`src/rtl/store_buffer_if.sv`:
```
// Core-facing store/load request signals and data-memory write port of the store buffer.
// master = core/memory side, slave = the buffer itself.
interface store_buffer_if #(
  parameter int unsigned DEPTH = 4,
  parameter int unsigned AW    = 12
);
  localparam int unsigned CW = $clog2(DEPTH) + 1;

  logic          st_valid;
  logic          st_byte;
  logic [AW-1:0] st_addr;
  logic [31:0]   st_data;
  logic          st_ready;

  logic          ld_valid;
  logic          ld_byte;
  logic [AW-1:0] ld_addr;
  logic          ld_hazard;

  logic          drain_en;
  logic          empty;
  logic [CW-1:0] count;

  logic          dm_wren;
  logic          dm_wrbyte;
  logic [AW-1:0] dm_addr;
  logic [31:0]   dm_din;

  modport master (
    output st_valid, st_byte, st_addr, st_data, ld_valid, ld_byte, ld_addr, drain_en,
    input  st_ready, ld_hazard, empty, count, dm_wren, dm_wrbyte, dm_addr, dm_din
  );

  modport slave (
    input  st_valid, st_byte, st_addr, st_data, ld_valid, ld_byte, ld_addr, drain_en,
    output st_ready, ld_hazard, empty, count, dm_wren, dm_wrbyte, dm_addr, dm_din
  );
endinterface

```
`src/rtl/store_buffer.sv`:
```
// Posted-write buffer: in-order FIFO of word/byte stores retiring one per cycle to data memory,
// with a load-overlap hazard check against every buffered store.
module store_buffer #(
  parameter int unsigned DEPTH = 4,
  parameter int unsigned AW    = 12
) (
  input  logic          clk,
  input  logic          rst,
  store_buffer_if.slave sb
);
  localparam int unsigned PW = $clog2(DEPTH);
  localparam int unsigned CW = PW + 1;
  localparam logic [CW-1:0] FullCount = CW'(DEPTH);
  localparam logic [AW:0]   WordSpan  = (AW + 1)'(3);

  logic [DEPTH-1:0] byte_q;
  logic [AW-1:0]    addr_q [DEPTH];
  logic [31:0]      data_q [DEPTH];
  logic [PW-1:0]    wr_ptr_q, rd_ptr_q;
  logic [CW-1:0]    count_q;

  logic full, has_data, push, pop, head_out, hazard;
  logic [AW:0]   ld_lo, ld_hi, st_lo, st_hi;
  logic [PW-1:0] offs;

  assign full     = (count_q == FullCount);
  assign has_data = (count_q != '0);
  // No bypass: a full buffer refuses a push even while popping.
  assign push     = sb.st_valid && !full && !rst;
  assign pop      = has_data && sb.drain_en && !rst;
  assign head_out = has_data && !rst;

  assign sb.st_ready = rst || !full;
  assign sb.empty    = rst || !has_data;
  assign sb.count    = rst ? '0 : count_q;
  assign sb.dm_wren  = pop;
  assign sb.dm_wrbyte = head_out ? byte_q[rd_ptr_q] : 1'b0;
  assign sb.dm_addr   = head_out ? addr_q[rd_ptr_q] : '0;
  assign sb.dm_din    = head_out ? data_q[rd_ptr_q] : '0;

  // Ranges compared in AW+1 bits so a word near the top never wraps to address 0.
  always_comb begin
    ld_lo  = {1'b0, sb.ld_addr};
    ld_hi  = ld_lo + (sb.ld_byte ? '0 : WordSpan);
    st_lo  = '0;
    st_hi  = '0;
    offs   = '0;
    hazard = 1'b0;
    for (int unsigned i = 0; i < DEPTH; i++) begin
      offs  = PW'(i) - rd_ptr_q;
      st_lo = {1'b0, addr_q[i]};
      st_hi = st_lo + (byte_q[i] ? '0 : WordSpan);
      if (({1'b0, offs} < count_q) && (st_lo <= ld_hi) && (ld_lo <= st_hi)) begin
        hazard = 1'b1;
      end
    end
  end

  assign sb.ld_hazard = sb.ld_valid && !rst && hazard;

  always_ff @(posedge clk) begin
    if (rst) begin
      wr_ptr_q <= '0;
      rd_ptr_q <= '0;
      count_q  <= '0;
      byte_q   <= '0;
      for (int unsigned i = 0; i < DEPTH; i++) begin
        addr_q[i] <= '0;
        data_q[i] <= '0;
      end
    end else begin
      if (push) begin
        byte_q[wr_ptr_q] <= sb.st_byte;
        addr_q[wr_ptr_q] <= sb.st_addr;
        data_q[wr_ptr_q] <= sb.st_data;
        wr_ptr_q         <= wr_ptr_q + 1'b1;
      end
      if (pop) begin
        rd_ptr_q <= rd_ptr_q + 1'b1;
      end
      count_q <= count_q + CW'(push) - CW'(pop);
    end
  end
endmodule
```
`src/flat_wrapper.sv`:
```
// flat-port wrapper written by rule: the top's interface ports become plain ports
module store_buffer_flat 
#(
  parameter int unsigned DEPTH = 4,
  parameter int unsigned AW    = 12
)
  (clk, rst, sb_st_valid, sb_st_byte, sb_st_addr, sb_st_data, sb_ld_valid, sb_ld_byte, sb_ld_addr, sb_drain_en, sb_st_ready, sb_ld_hazard, sb_empty, sb_count, sb_dm_wren, sb_dm_wrbyte, sb_dm_addr, sb_dm_din);
  store_buffer_if #(.DEPTH(DEPTH), .AW(AW)) sb_i ();
  input  logic clk;
  input  logic rst;
  input wire logic [$bits(sb_i.st_valid)-1:0] sb_st_valid;
  input wire logic [$bits(sb_i.st_byte)-1:0] sb_st_byte;
  input wire logic [$bits(sb_i.st_addr)-1:0] sb_st_addr;
  input wire logic [$bits(sb_i.st_data)-1:0] sb_st_data;
  input wire logic [$bits(sb_i.ld_valid)-1:0] sb_ld_valid;
  input wire logic [$bits(sb_i.ld_byte)-1:0] sb_ld_byte;
  input wire logic [$bits(sb_i.ld_addr)-1:0] sb_ld_addr;
  input wire logic [$bits(sb_i.drain_en)-1:0] sb_drain_en;
  output wire logic [$bits(sb_i.st_ready)-1:0] sb_st_ready;
  output wire logic [$bits(sb_i.ld_hazard)-1:0] sb_ld_hazard;
  output wire logic [$bits(sb_i.empty)-1:0] sb_empty;
  output wire logic [$bits(sb_i.count)-1:0] sb_count;
  output wire logic [$bits(sb_i.dm_wren)-1:0] sb_dm_wren;
  output wire logic [$bits(sb_i.dm_wrbyte)-1:0] sb_dm_wrbyte;
  output wire logic [$bits(sb_i.dm_addr)-1:0] sb_dm_addr;
  output wire logic [$bits(sb_i.dm_din)-1:0] sb_dm_din;
  assign sb_i.st_valid = sb_st_valid;
  assign sb_i.st_byte = sb_st_byte;
  assign sb_i.st_addr = sb_st_addr;
  assign sb_i.st_data = sb_st_data;
  assign sb_i.ld_valid = sb_ld_valid;
  assign sb_i.ld_byte = sb_ld_byte;
  assign sb_i.ld_addr = sb_ld_addr;
  assign sb_i.drain_en = sb_drain_en;
  assign sb_st_ready = sb_i.st_ready;
  assign sb_ld_hazard = sb_i.ld_hazard;
  assign sb_empty = sb_i.empty;
  assign sb_count = sb_i.count;
  assign sb_dm_wren = sb_i.dm_wren;
  assign sb_dm_wrbyte = sb_i.dm_wrbyte;
  assign sb_dm_addr = sb_i.dm_addr;
  assign sb_dm_din = sb_i.dm_din;
  store_buffer #(.DEPTH(DEPTH), .AW(AW)) u_core (.clk(clk), .rst(rst), .sb(sb_i));
endmodule
```
`config.mk`:
```
export PLATFORM = sky130hd
export DESIGN_NAME = store_buffer_flat
export DESIGN_NICKNAME = d
export VERILOG_FILES = /design/src/rtl/store_buffer_if.sv /design/src/rtl/store_buffer.sv /design/src/flat_wrapper.sv
export SDC_FILE = /design/constraint.sdc
export NUM_CORES = 1
export LEC_CHECK = 0
export CORE_MARGIN = 2
export CORE_UTILIZATION = 63
export DETAILED_ROUTE_END_ITERATION = 7
export HOLD_SLACK_MARGIN = 0.02
export PLACE_DENSITY = 0.87
export SLEW_MARGIN = 20
export SYNTH_ARGS = -nofsm -noshare
export SYNTH_HDL_FRONTEND = slang
export SYNTH_SLANG_ARGS = --single-unit
```
`constraint.sdc`:
```
create_clock -name clk -period 8.1 [get_ports clk]
set_input_delay 1.215 -clock clk [delete_from_list [all_inputs] [get_ports clk]]
set_output_delay 1.215 -clock clk [all_outputs]
set_load 0.05 [all_outputs]
```
# Word level (Yosys, flattened, before mapping)
# Memory sizes are Yosys's and may differ from the RTL's. A register that Yosys moved wholly into a read port is not among the register bits.
# Cells that the tools add are included.
[op_classes]
addsub = 13
magnitude_cmp = 15
eq_ne = 1
muxes = 33
n_reduce_logical = 24
[ops]
columns = ["op", "n"]
rows = [
  ["12-bit by 13-bit less-or-equal comparator with 1-bit output", 8],
  ["12-bit by 13-bit adder with 13-bit output", 5],
  ["32-bit two-way mux", 2],
  ["32-bit OR reduction", 1],
  ["12-bit two-way mux", 2],
  ["2-bit two-way mux", 11],
  ["1-bit logical AND", 16],
  ["1-bit two-way mux", 14],
  ["2-bit by 3-bit less-than comparator with 1-bit output", 4],
  ["12-bit OR reduction", 1],
  ["2-bit by 3-bit less-than comparator with 1-bit output, second input constant", 2],
  ["2-bit by 1-bit adder with 2-bit output, second input constant", 2],
  ["4-bit bitwise mux", 1],
  ["1-bit by 2-bit subtractor with 2-bit output, first input constant", 2],
  ["2-bit subtractor, first input constant", 2],
  ["3-bit by 1-bit adder with 3-bit output", 1],
  ["3-bit equality test, second input constant", 1],
  ["1-bit logical NOT", 3],
  ["3-bit two-way mux", 1],
  ["3-bit nonzero test", 1],
  ["3-bit by 1-bit subtractor with 3-bit output", 1],
  ["1-bit binary-select mux with 2-bit select", 1],
  ["1-bit demux with 2-bit select", 1],
  ["2-bit by 1-bit >= comparator with 1-bit output, second input constant", 1],
  ["1-bit logical OR", 2],
]
[totals]
ff_bits = 11
ram_bits = 176
in_bits = 63
output_inout_bits = 52
elab_cells = 92
n_memories = 2
[memory_table]
columns = ["memory", "depth", "width", "read_ports", "rd_ports_with_merged_regs", "wr", "line", "text"]
rows = [
  ["u_core.data_q", 4, 32, 1, 1, 4, "store_buffer.sv:18", "logic [31:0] data_q [DEPTH];"],
  ["u_core.addr_q", 4, 12, 5, 1, 4, "store_buffer.sv:17", "logic [AW-1:0] addr_q [DEPTH];"],
]

# Longest topological paths before layout
# Gate-level depths: netlist of the first run.
[logic_depth]
depth_word = 10
mapped_depth = 16
depth_no_buf = 16

# Least setup slack after synthesis of the first run
# OpenSTA, ideal clock, no wires.
[synth_path]
path_type = "input-to-output"
start = "input sb_ld_byte"
end = "output sb_ld_hazard"
arrival_ps = 4774
required_time_ps = 6885
setup_slack_ps = 2111
path_stages = 13
n_path_buf = 0
path_cell_list = "inv_1 -> ha_1 -> inv_1 -> fa_1 -> and4b_1 -> nand4_1 -> xor2_1 -> ha_1 -> nand2_1 -> or4_1 -> o221ai_1 -> a21oi_1 -> o31ai_1"
[synth_between]
elab_chain_len = 10
elab_cells_between_ends = 19
cone_classes = "1 x add/sub; 4 x order compare; 5 x mux; 9 x reduce/logical"
[synth_lines]
columns = ["item", "line", "text"]
rows = [
  ["start: declaration", "flat_wrapper.sv:16", "input wire logic [$bits(sb_i.ld_byte)-1:0] sb_ld_byte;"],
  ["2-bit two-way mux *", "store_buffer.sv:44", "ld_hi = ld_lo + (sb.ld_byte ? '0 : WordSpan);"],
  ["12-bit by 13-bit adder with 13-bit output *", "store_buffer.sv:44", ""],
  ["12-bit by 13-bit less-or-equal comparator with 1-bit output", "store_buffer.sv:53", "if (({1'b0, offs} < count_q) && (st_lo <= ld_hi) && (ld_lo <= st_hi)) begin"],
  ["1-bit logical AND (2 in a row)", "store_buffer.sv:53", ""],
  ["1-bit two-way mux (3 in a row)", "store_buffer.sv:53", ""],
  ["1-bit two-way mux *", "store_buffer.sv:53", ""],
  ["1-bit logical AND *", "store_buffer.sv:59", "assign sb.ld_hazard = sb.ld_valid && !rst && hazard;"],
  ["end: declaration", "flat_wrapper.sv:20", "output wire logic [$bits(sb_i.ld_hazard)-1:0] sb_ld_hazard;"],
]
# Every way passes the cells marked *; elsewhere a longest branch is shown, timed or not.

# Worst setup path in the final report of the first run
# Same ends and word-level chain as after synthesis.

==> run_results.csv, run 1 <==
group,metric,value,unit
power_and_ir_drop,power.density,231.5,nW/um^2
global_route,grt_pass1_vias,8589,
synth,async_reset_ff_frac,0,
worst_setup_path,worstPathRequired,6.88,ns
worst_setup_path,path_delay_family,"buffers and inverters",
floorplanning,dieArea,20230,sq um
worst_setup_path,crit_arrival,6.13,ns
timing,worstMarginPinSlew,0.9154,ns
drt,drc,0,
layout,multi_input_area,6212,sq um
clock_network,cts_inserted_buffers,17,
clock_network,root_buffer,"clkbuf_16",
drt,drtIter0Drc,703,
layout,final_core_util,0.7485,
min_path,hold_path_class,"flip-flop to flip-flop",
clock_network,clock_latency,0.45,ns
clock_network,postCtsSetupRepairBufs,0,
worst_setup_path,end_kind,"primary output",
synth,syn_nets,1176,
synth,ys_seq_elements,189,
clock_network,path_clk_slew,0.07,ns
drt,routed_wirelength,30.55,mm
drt,ant_nets,0,
timing,final_hold_viol_count,0,
layout,nets,1274,
layout,drive_gt1_frac,0.1009,
job,drv_cap,0,
timing,hold-worst-slack,0.4856,ns
clock_network,cts_resized,0,
placement,pre_cts_ws,0.8684,ns
synth,synthAdderAreaFrac,0.1265,
placement,port_buffers,114,
power_and_ir_drop,p_total,3.241,mW
synth,netlist_instances,999,
timing,setup_viol,0,
synth,synth-edff-count,176,
drt,detail_route.first_pass.iterations,6,
floorplanning,initial_core_util,0.6435,
layout,syn_to_final_growth,16.32,%
drt,routedWlPerCell,22.73,um
global_route,grt_start_max_net_pins,57,
placement,dp_hpwl,20.81,mm
worst_setup_path,slowest_delay,0.87,ns
timing,min_period,7.349,ns
power_and_ir_drop,ir_drop,0.1740,mV
worst_setup_path,worstSetupStartpointType,"input pin",
clock_network,holdBufCountCts,0,
synth,postSynthAreaPerCell,12.05,sq um
timing,worst_clock_skew,0.01728,ns
synth,synthMuxAreaShare,0.08503,
min_path,min-delay-start,"u_core.byte_q[1]$_SDFFE_PP0P_",
power_and_ir_drop,cellLeakagePower,5.374,nW
clock_network,htreeDepth,4,
layout,n_fill_cell,1192,
clock_network,clockBufferDepth,2,
layout,antenna_cells,0,
placement,gp_congestion,0.9549,
clock_network,numClockSinks,189,
synth,synth_warnings,0,
global_route,grt_util_all_layers,0.3126,
global_route,gr-total-overflow,0,
worst_setup_path,crit_type,"input pin to primary output",
floorplanning,ioPinCount,115,
worst_setup_path,path_cells,"clkdlybuf4s50_1 > inv_1 > ha_1 > inv_1 > fa_1 > and4b_1 > nand2_1 > xor2_1 > ha_1 > a2111oi_0 > a22oi_1 > maj3_1 > a21oi_1 > o311a_1 > o41ai_1 > o31ai_1 > clkdlybuf4s50_1",
worst_setup_path,crit_fanout,4,
worst_setup_path,crit_path_top_delay_cell,"clkdlybuf4s50_1",
timing,setup_tns,0,ns
synth,synth-main-ff-cell,"edfxtp_1",
timing,rsz0062_at_grt,"no",
drt,via_per_inst,6.353,
timing,maxSlewHeadroom,0.3898,
global_route,grt_pass1_wl,47.09,mm
synth,netlist_area,12040,sq um
worst_setup_path,crit-reg2reg-launch,"u_core.count_q[0]$_SDFF_PP0_",
timing,report.final.slew_viol_count,0,
synth,synth_top_family_by_area,"simple AND/OR/NAND/NOR gates",
timing,max_freq,136.1,MHz
layout,regArea,5548,sq um
synth,synth_compound_area_frac,0.05489,
floorplanning,die_w,142.2,um
synth,synth_seq_area_share,0.4607,
timing,period_share,0.9073,
timing,setup_slack,0.7512,ns
drt,vias,8539,
synth,synth-simple-area-share,0.1950,
worst_setup_path,cp-startpoint,"sb_ld_byte",
floorplanning,core-area,18710,sq um
synth,synthXorXnorAreaFrac,0.05187,
run_status,status,"completed",
floorplanning,std_cell_rows,50,
worst_setup_path,worst-path-buf-inv,4,
clock_network,cts_tree,"done",
global_route,antenna_found_initial,0,
floorplanning,die-height,142.2,um
synth,ys_types,67,
tightest hold or removal path: cells and delay by family (launching register included):
kind	cells	cell delay, ns
flip-flops	1	0.33
AND/OR/NAND/NOR	1	0.06
AO/OA/AOI/OAI	1	0.05
layout by cell type, fill, tap and decap left out, types with 5 or more instances in the layout:
| master | n |
|---|---|
| o31ai_1 | 5 |
| dfxtp_1 | 11 |
| edfxtp_1 | 176 |
| buf_4 | 12 |
| and3_1 | 54 |
| nand2b_1 | 5 |
| fa_1 | 6 |
| nand2_1 | 39 |
| clkdlybuf4s50_1 | 114 |
| o21ai_0 | 16 |
| nor2b_1 | 60 |
| a21o_1 | 5 |
| nor3_1 | 6 |
| o211ai_1 | 5 |
| xor2_1 | 27 |
| clkbuf_16 | 17 |
| mux4_2 | 45 |
| xnor2_1 | 34 |
| nand3_1 | 26 |
| nor3_2 | 5 |
| and2_1 | 133 |
| a21oi_1 | 27 |
| ha_1 | 108 |
| nand4_1 | 19 |
| o21a_1 | 8 |
| nor2_1 | 31 |
| inv_1 | 34 |
| inv_6 | 6 |
registers in the layout, summed over array words and instances (netlist names), named ones only:
name	flops
u_core.byte_q	4
u_core.count_q	3
u_core.data_q	128
u_core.addr_q	48
u_core.rd_ptr_q	2
u_core.wr_ptr_q	2
metrics by stage:
| step | instances | area (sq um) |
|---|---|---|
| finish | 1344 | 14000 |
| detailed placement | 1312 | 13410 |
| floorplan | 999 | 12040 |
| CTS | 1344 | 14000 |
| global placement | 1312 | 13410 |
| global route | 1344 | 14000 |
power by group:
part           internal, mW  leakage, nW  switching [mW]  total, mW
logic                 0.457         3.16           0.684       1.14
clock network         0.415        0.281           0.416      0.831
registers              1.18         1.93          0.0854       1.27
worst paths after layout:
path,endpoint,slack [ns],cells past startpoint
worst min register to register,u_core.byte_q[1]$_SDFFE_PP0P_,0.49,2
worst min-delay path,u_core.byte_q[1]$_SDFFE_PP0P_,0.49,2
worst max register to register,u_core.data_q[2][23]$_SDFFCE_PN0P_,4.57,8
worst max-delay path,sb_ld_hazard,0.75,17
metal layers:
layer / up-vias / track usage / wire (um)
met5: - / 0 / 0
met4: 0 / 0.1121 / 762
met3: 45 / 0.06090 / 2431
met2: 365 / 0.5177 / 15000
met1: 4233 / 0.4149 / 12350
li1: 3896 / - / -
cell type report:
type,count,share of cell area
clock buffer,17,0.03038
clock inverter,15,0.01171
inverter,34,0.009115
multi-input combinational,729,0.4437
sequential,189,0.3962
tap,234,0.02091
timing repair buffer,126,0.08794
cell families after synthesis:
logic type	Yosys count
mux	46
simple gates	402
buf+inv	81
fa+ha+maj	119
flops	189
xor+xnor	65
compound gates	97
cells in the mapped netlist, types with 13 or more instances:
cell	count	area share
a21oi_1	27	0.011
and2_1	133	0.069
and3_1	54	0.028
clkbuf_1	37	0.012
dfxtp_1	13	0.022
edfxtp_1	176	0.44
ha_1	108	0.11
inv_1	34	0.011
mux4_2	45	0.084
nand2_1	40	0.012
nand3_1	26	0.011
nand4_1	19	0.0099
nor2_1	31	0.0097
nor2b_1	60	0.031
o21ai_0	16	0.0067
xnor2_1	34	0.025
xor2_1	27	0.020
(Power assumes the default switching activity.)
==> run 2, diff against run 1 <==
Settings changed: GPL_TIMING_DRIVEN set to 0.
==> run 2 against run 1 <==
  * Worst hold slack got worse by 0.0085 ns
  * Utilization rose by 0.43 points
  * Combinational power is 4% higher
  * Power rose by 0.86%
  * Global-route usage up 1.5 points
  * Largest cell class unchanged
  * Via count grew 3.0%
  * Clock skew fell by 0.0053 ns
  * Critical path depth is the same
==> run_results.csv, run 2 (synthesis gave the netlist of run 1 again) <==
group,metric,value,unit
clock_network,cts_resized,0,
timing,max_freq,135.7,MHz
placement,dp_hpwl,23.23,mm
global_route,grt_pass1_vias,8829,
placement,port_buffers,114,
job,drv_cap,0,
timing,min_period,7.369,ns
clock_network,clock_latency,0.44,ns
layout,drive_gt1_frac,0.08566,
worst_setup_path,crit_arrival,6.15,ns
clock_network,postCtsSetupRepairBufs,0,
timing,period_share,0.9097,
layout,final_core_util,0.7528,
global_route,grt_pass1_wl,49.01,mm
global_route,antenna_found_initial,0,
layout,largest_reg_flops,128,
layout,final_cell_mix,"edfxtp_1, and2_1, clkdlybuf4s50_1, ha_1, nor2b_1",
floorplanning,initial_core_util,0.6435,
worst_setup_path,worstPathRequired,6.88,ns
timing,rsz0062_at_grt,"no",
layout,nets,1309,
power_and_ir_drop,power.density,232.2,nW/um^2
timing,setup_tns,0,ns
drt,routed_wirelength,31.97,mm
timing,final_hold_viol_count,0,
layout,final_cells,1378,
min_path,hold_path_class,"flip-flop to flip-flop",
timing,setup_slack,0.7313,ns
run_status,status,"completed",
worst_setup_path,worstRegToRegCells,6,
layout,syn_to_final_growth,16.99,%
global_route,gr-total-overflow,0,
clock_network,cts_tree,"done",
floorplanning,die_w,142.2,um
clock_network,cts_inserted_buffers,17,
global_route,grt_start_max_net_pins,45,
layout,n_fill_cell,1183,
timing,worst_clock_skew,0.01201,ns
layout,multi_input_area,6208,sq um
worst_setup_path,end_kind,"primary output",
placement,placedCellCount,1347,
layout,final_common_cell,"edfxtp_1",
timing,report.final.slew_viol_count,0,
timing,setup_viol,0,
clock_network,clockBufferDepth,2,
min_path,holdPathStages,2,
global_route,grt_util_all_layers,0.3271,
drt,ant_nets,0,
floorplanning,core-area,18710,sq um
clock_network,numClockSinks,189,
worst_setup_path,crit_fanout,4,
clock_network,holdBufCountCts,0,
placement,gp_congestion,1.002,
layout,regArea,5545,sq um
floorplanning,dieArea,20230,sq um
power_and_ir_drop,p_total,3.269,mW
power_and_ir_drop,ir_drop,0.2115,mV
layout,antenna_cells,0,
drt,routedWlPerCell,23.20,um
drt,detail_route.first_pass.iterations,5,
clock_network,root_buffer,"clkbuf_16",
floorplanning,ioPinCount,115,
clock_network,htreeDepth,4,
placement,place_area,13500,sq um
power_and_ir_drop,cellLeakagePower,5.368,nW
worst_setup_path,crit_type,"input pin to primary output",
drt,via_per_inst,6.382,
clock_network,path_clk_slew,0.07,ns
floorplanning,std_cell_rows,50,
floorplanning,die-height,142.2,um
layout,top_regs,"u_core.data_q x128, u_core.addr_q x48, u_core.byte_q x4",
layout,regMostFlops,"u_core.data_q",
timing,hold-worst-slack,0.4771,ns
timing,worstMarginPinSlew,0.9400,ns
placement,pre_cts_ws,0.8362,ns
drt,vias,8794,
layout,stdcell_area,14080,sq um
drt,drc,0,
drt,drtIter0Drc,860,
worst_setup_path,worstSetupStartpointType,"input pin",
timing,maxSlewHeadroom,0.3699,
## run 2: cell count changes in the layout (fill, tap and decap cells not counted), moves of 3 or more
cell | before | now
buf_1 | 0 | 7
buf_4 | 12 | 2
clkbuf_1 | 0 | 37
inv_6 | 6 | 3
or2_2 | 3 | 0
or2_4 | 0 | 3
## run 2: critical path: stages
cell and delay, ns:
clkdlybuf4s50_1 0.45, inv_1 0.09, ha_1 0.21, inv_1 0.07, fa_1 0.41, and4b_1 0.38, nand2_1 0.09, xor2_1 0.44
ha_1 0.36, a2111oi_0 0.42, a22oi_1 0.18, maj3_1 0.40, a21oi_1 0.19, o311a_1 0.17, o41ai_1 0.08, o31ai_1 0.11
clkdlybuf4s50_1 0.88
## run 2: final timing paths
check | startpoint | to | slack [ns]
worst max-delay path | sb_ld_byte | sb_ld_hazard | 0.73
worst min-delay path | u_core.byte_q[2]$_SDFFE_PP0P_ | u_core.byte_q[2]$_SDFFE_PP0P_ | 0.48
worst max register to register | u_core.count_q[0]$_SDFF_PP0_ | u_core.data_q[3][3]$_DFFE_PP_ | 5.00
worst min register to register | u_core.byte_q[2]$_SDFFE_PP0P_ | u_core.byte_q[2]$_SDFFE_PP0P_ | 0.48
## run 2: routing by layer
layer  global-route usage  share of wire  vias up  routed length, um
met5                    0              0        -                  0
met2               0.5294           0.48      438              15360
met3              0.05114          0.081       76               2605
met1               0.4424           0.40     4322              12770
li1                     -              -     3958                  -
met4               0.1453          0.039        0               1238
## run 2: area by class of cell
cell class,instances,share of cell area
multi-input cells,729,0.4409
clock inverters,14,0.01102
flip-flops and latches,189,0.3938
clock buffers,17,0.03021
inverters,34,0.009063
plain buffers,47,0.01315
well taps,234,0.02079
repair buffers,114,0.08104
## run 2: report_power, final
part / switching (mW) / internal [mW]
Clock: 0.392 / 0.435
Sequential: 0.0771 / 1.18
Combinational: 0.718 / 0.462
Total: 1.19 / 2.08
==> run 3, diff against run 2 <==
Settings changed: CORE_ASPECT_RATIO set to 1.75.
==> run 3 against run 2 <==
  * Via count grew 0.27%
  * Worst hold slack gained 0.029 ns
  * Clock skew grew 0.0025 ns
  * Highest routed layer unchanged
  * Fmax shrank 0.80%
  * Critical endpoint unchanged
  * Utilization grew 0.23 points
  * Clock-buffer cell count grew 9
  * Die area grew 0.21%
  * Sequential power is essentially flat
  * Critical path depth is the same
==> run_results.csv, run 3 (synthesis gave the netlist of run 1 again) <==
group,metric,value,unit
timing,rsz0062_at_grt,"no",
drt,vias,8818,
global_route,gr-total-overflow,0,
power_and_ir_drop,cellLeakagePower,5.393,nW
timing,worst_clock_skew,0.01447,ns
drt,detail_route.first_pass.iterations,5,
worst_setup_path,end_kind,"primary output",
timing,setup_tns,0,ns
floorplanning,dieArea,20270,sq um
drt,routedWlPerCell,23.55,um
worst_setup_path,crit_fanout,4,
power_and_ir_drop,clockPowerShare,0.253,
power_and_ir_drop,comb_power_share,0.363,
job,drv_cap,0,
power_and_ir_drop,seqPwrFrac,0.384,
power_and_ir_drop,p_total,3.279,mW
floorplanning,core-area,18660,sq um
layout,final_cell_mix,"edfxtp_1, and2_1, clkdlybuf4s50_1, ha_1, nor2b_1",
worst_setup_path,path_cells,"clkdlybuf4s50_1 > inv_1 > ha_1 > inv_1 > fa_1 > and4b_1 > nand2_1 > xor2_1 > ha_1 > a2111oi_0 > a22oi_1 > maj3_1 > a21oi_1 > o311a_1 > o41ai_1 > o31ai_1 > clkdlybuf4s50_1",
timing,max_freq,134.6,MHz
power_and_ir_drop,p_sw_frac,0.3538,
run_status,status,"completed",
placement,dp_hpwl,24.14,mm
floorplanning,die_w,108.5,um
clock_network,cts_inserted_buffers,17,
timing,min_period,7.428,ns
drt,via_per_inst,6.371,
clock_network,path_clk_slew,0.07,ns
clock_network,cts_resized,0,
global_route,grt_pass1_wl,49.70,mm
timing,worstMarginPinSlew,1.067,ns
clock_network,htreeDepth,4,
drt,ant_nets,0,
global_route,antenna_found_initial,1,
floorplanning,initial_core_util,0.6449,
power_and_ir_drop,power.density,232.7,nW/um^2
power_and_ir_drop,switchingPower,1.160,mW
timing,period_share,0.9170,
timing,hold-worst-slack,0.5060,ns
global_route,grt_pass1_vias,9347,
clock_network,postCtsSetupRepairBufs,0,
global_route,grt_start_max_net_pins,45,
global_route,grt_util_all_layers,0.3329,
clock_network,clock_latency,0.44,ns
layout,syn_to_final_growth,17.08,%
worst_setup_path,crit_type,"input pin to primary output",
worst_setup_path,worstPathRequired,6.88,ns
worst_setup_path,slowest_delay,0.87,ns
layout,multi_input_area,6203,sq um
power_and_ir_drop,p_int,2.119,mW
min_path,hold_path_class,"flip-flop to flip-flop",
layout,regArea,5545,sq um
timing,maxSlewHeadroom,0.2834,
clock_network,root_buffer,"clkbuf_16",
layout,drive_gt1_frac,0.08559,
timing,final_hold_viol_count,0,
floorplanning,die-height,186.9,um
placement,port_buffers,114,
floorplanning,ioPinCount,115,
layout,n_fill_cell,1243,
layout,top_regs,"u_core.data_q x128, u_core.addr_q x48, u_core.byte_q x4",
drt,drc,0,
layout,final_common_cell,"edfxtp_1",
worst_setup_path,crit_arrival,6.21,ns
timing,setup_viol,0,
placement,gp_congestion,0.9707,
clock_network,clockBufferDepth,2,
clock_network,holdBufCountCts,0,
worst_setup_path,worstSetupStartpointType,"input pin",
clock_network,cts_tree,"done",
clock_network,numClockSinks,189,
layout,regMostFlops,"u_core.data_q",
layout,nets,1309,
floorplanning,std_cell_rows,66,
timing,report.final.slew_viol_count,0,
drt,routed_wirelength,32.59,mm
layout,largest_reg_flops,128,
drt,drtIter0Drc,703,
power_and_ir_drop,ir_drop,0.2232,mV
worst_setup_path,crit_path_top_delay_cell,"clkdlybuf4s50_1",
[run 3: per-layer routing]
metal	GRT usage	routed length, um	vias to the layer above
li1	-	-	3957
met1	0.3426	10450	4312
met2	0.5882	17450	408
met3	0.06237	2159	141
met4	0.2367	2527	0
met5	0	0	-
[run 3: cell type report]
type                    instances  share of cell area
multi-input cells             729              0.4402
flip-flops and latches        189              0.3935
repair buffers                114             0.08097
clock buffers                  26             0.03889
well taps                     238             0.02113
plain buffers                  47             0.01314
inverters                      34            0.009056
clock inverters                 6            0.002930
diodes                          1           0.0001776
[run 3: power by group through the flow]
stage          Clock (mW)  Combinational (mW)  Sequential (mW)
3_5_place_dp            0                1.17             1.28
2_1_floorplan           0               0.793             1.25
6_report            0.828                1.19             1.26
5_1_grt             0.867                1.27             1.27
4_1_cts             0.825                1.18             1.26
3_3_place_gp            0                1.14             1.27
[run 3: critical path: cells and delay by family]
kind	cells	cell delay, ns
AND/OR/NAND/NOR	2	0.54
AO/OA/AOI/OAI	6	1.14
XOR/XNOR	1	0.44
buffers and inverters	4	1.49
adder cells (fa/ha/maj)	4	1.38
[run 3: path summary, 6_finish.rpt]
check,depth (start not counted),to,start,slack (ns)
setup / recovery,17,sb_ld_hazard,sb_ld_byte,0.67
hold / removal,2,u_core.byte_q[0]$_SDFFE_PP0P_,u_core.byte_q[0]$_SDFFE_PP0P_,0.51
setup reg to reg,6,u_core.data_q[3][9]$_DFFE_PP_,u_core.count_q[0]$_SDFF_PP0_,5.06
hold reg to reg,2,u_core.byte_q[0]$_SDFFE_PP0P_,u_core.byte_q[0]$_SDFFE_PP0P_,0.51
[run 3: per-stage QoR]
step	instances	cell area, sq um	setup slack, ns	util
5_1_grt	1384	14090	0.5244	0.7551
4_1_cts	1383	14080	0.6882	0.7547
3_5_place_dp	1351	13500	0.7119	0.7231
2_1_floorplan	999	12040	2.111	-
6_report	1384	14090	0.6722	0.7551
3_3_place_gp	1351	13480	0.7402	0.7220
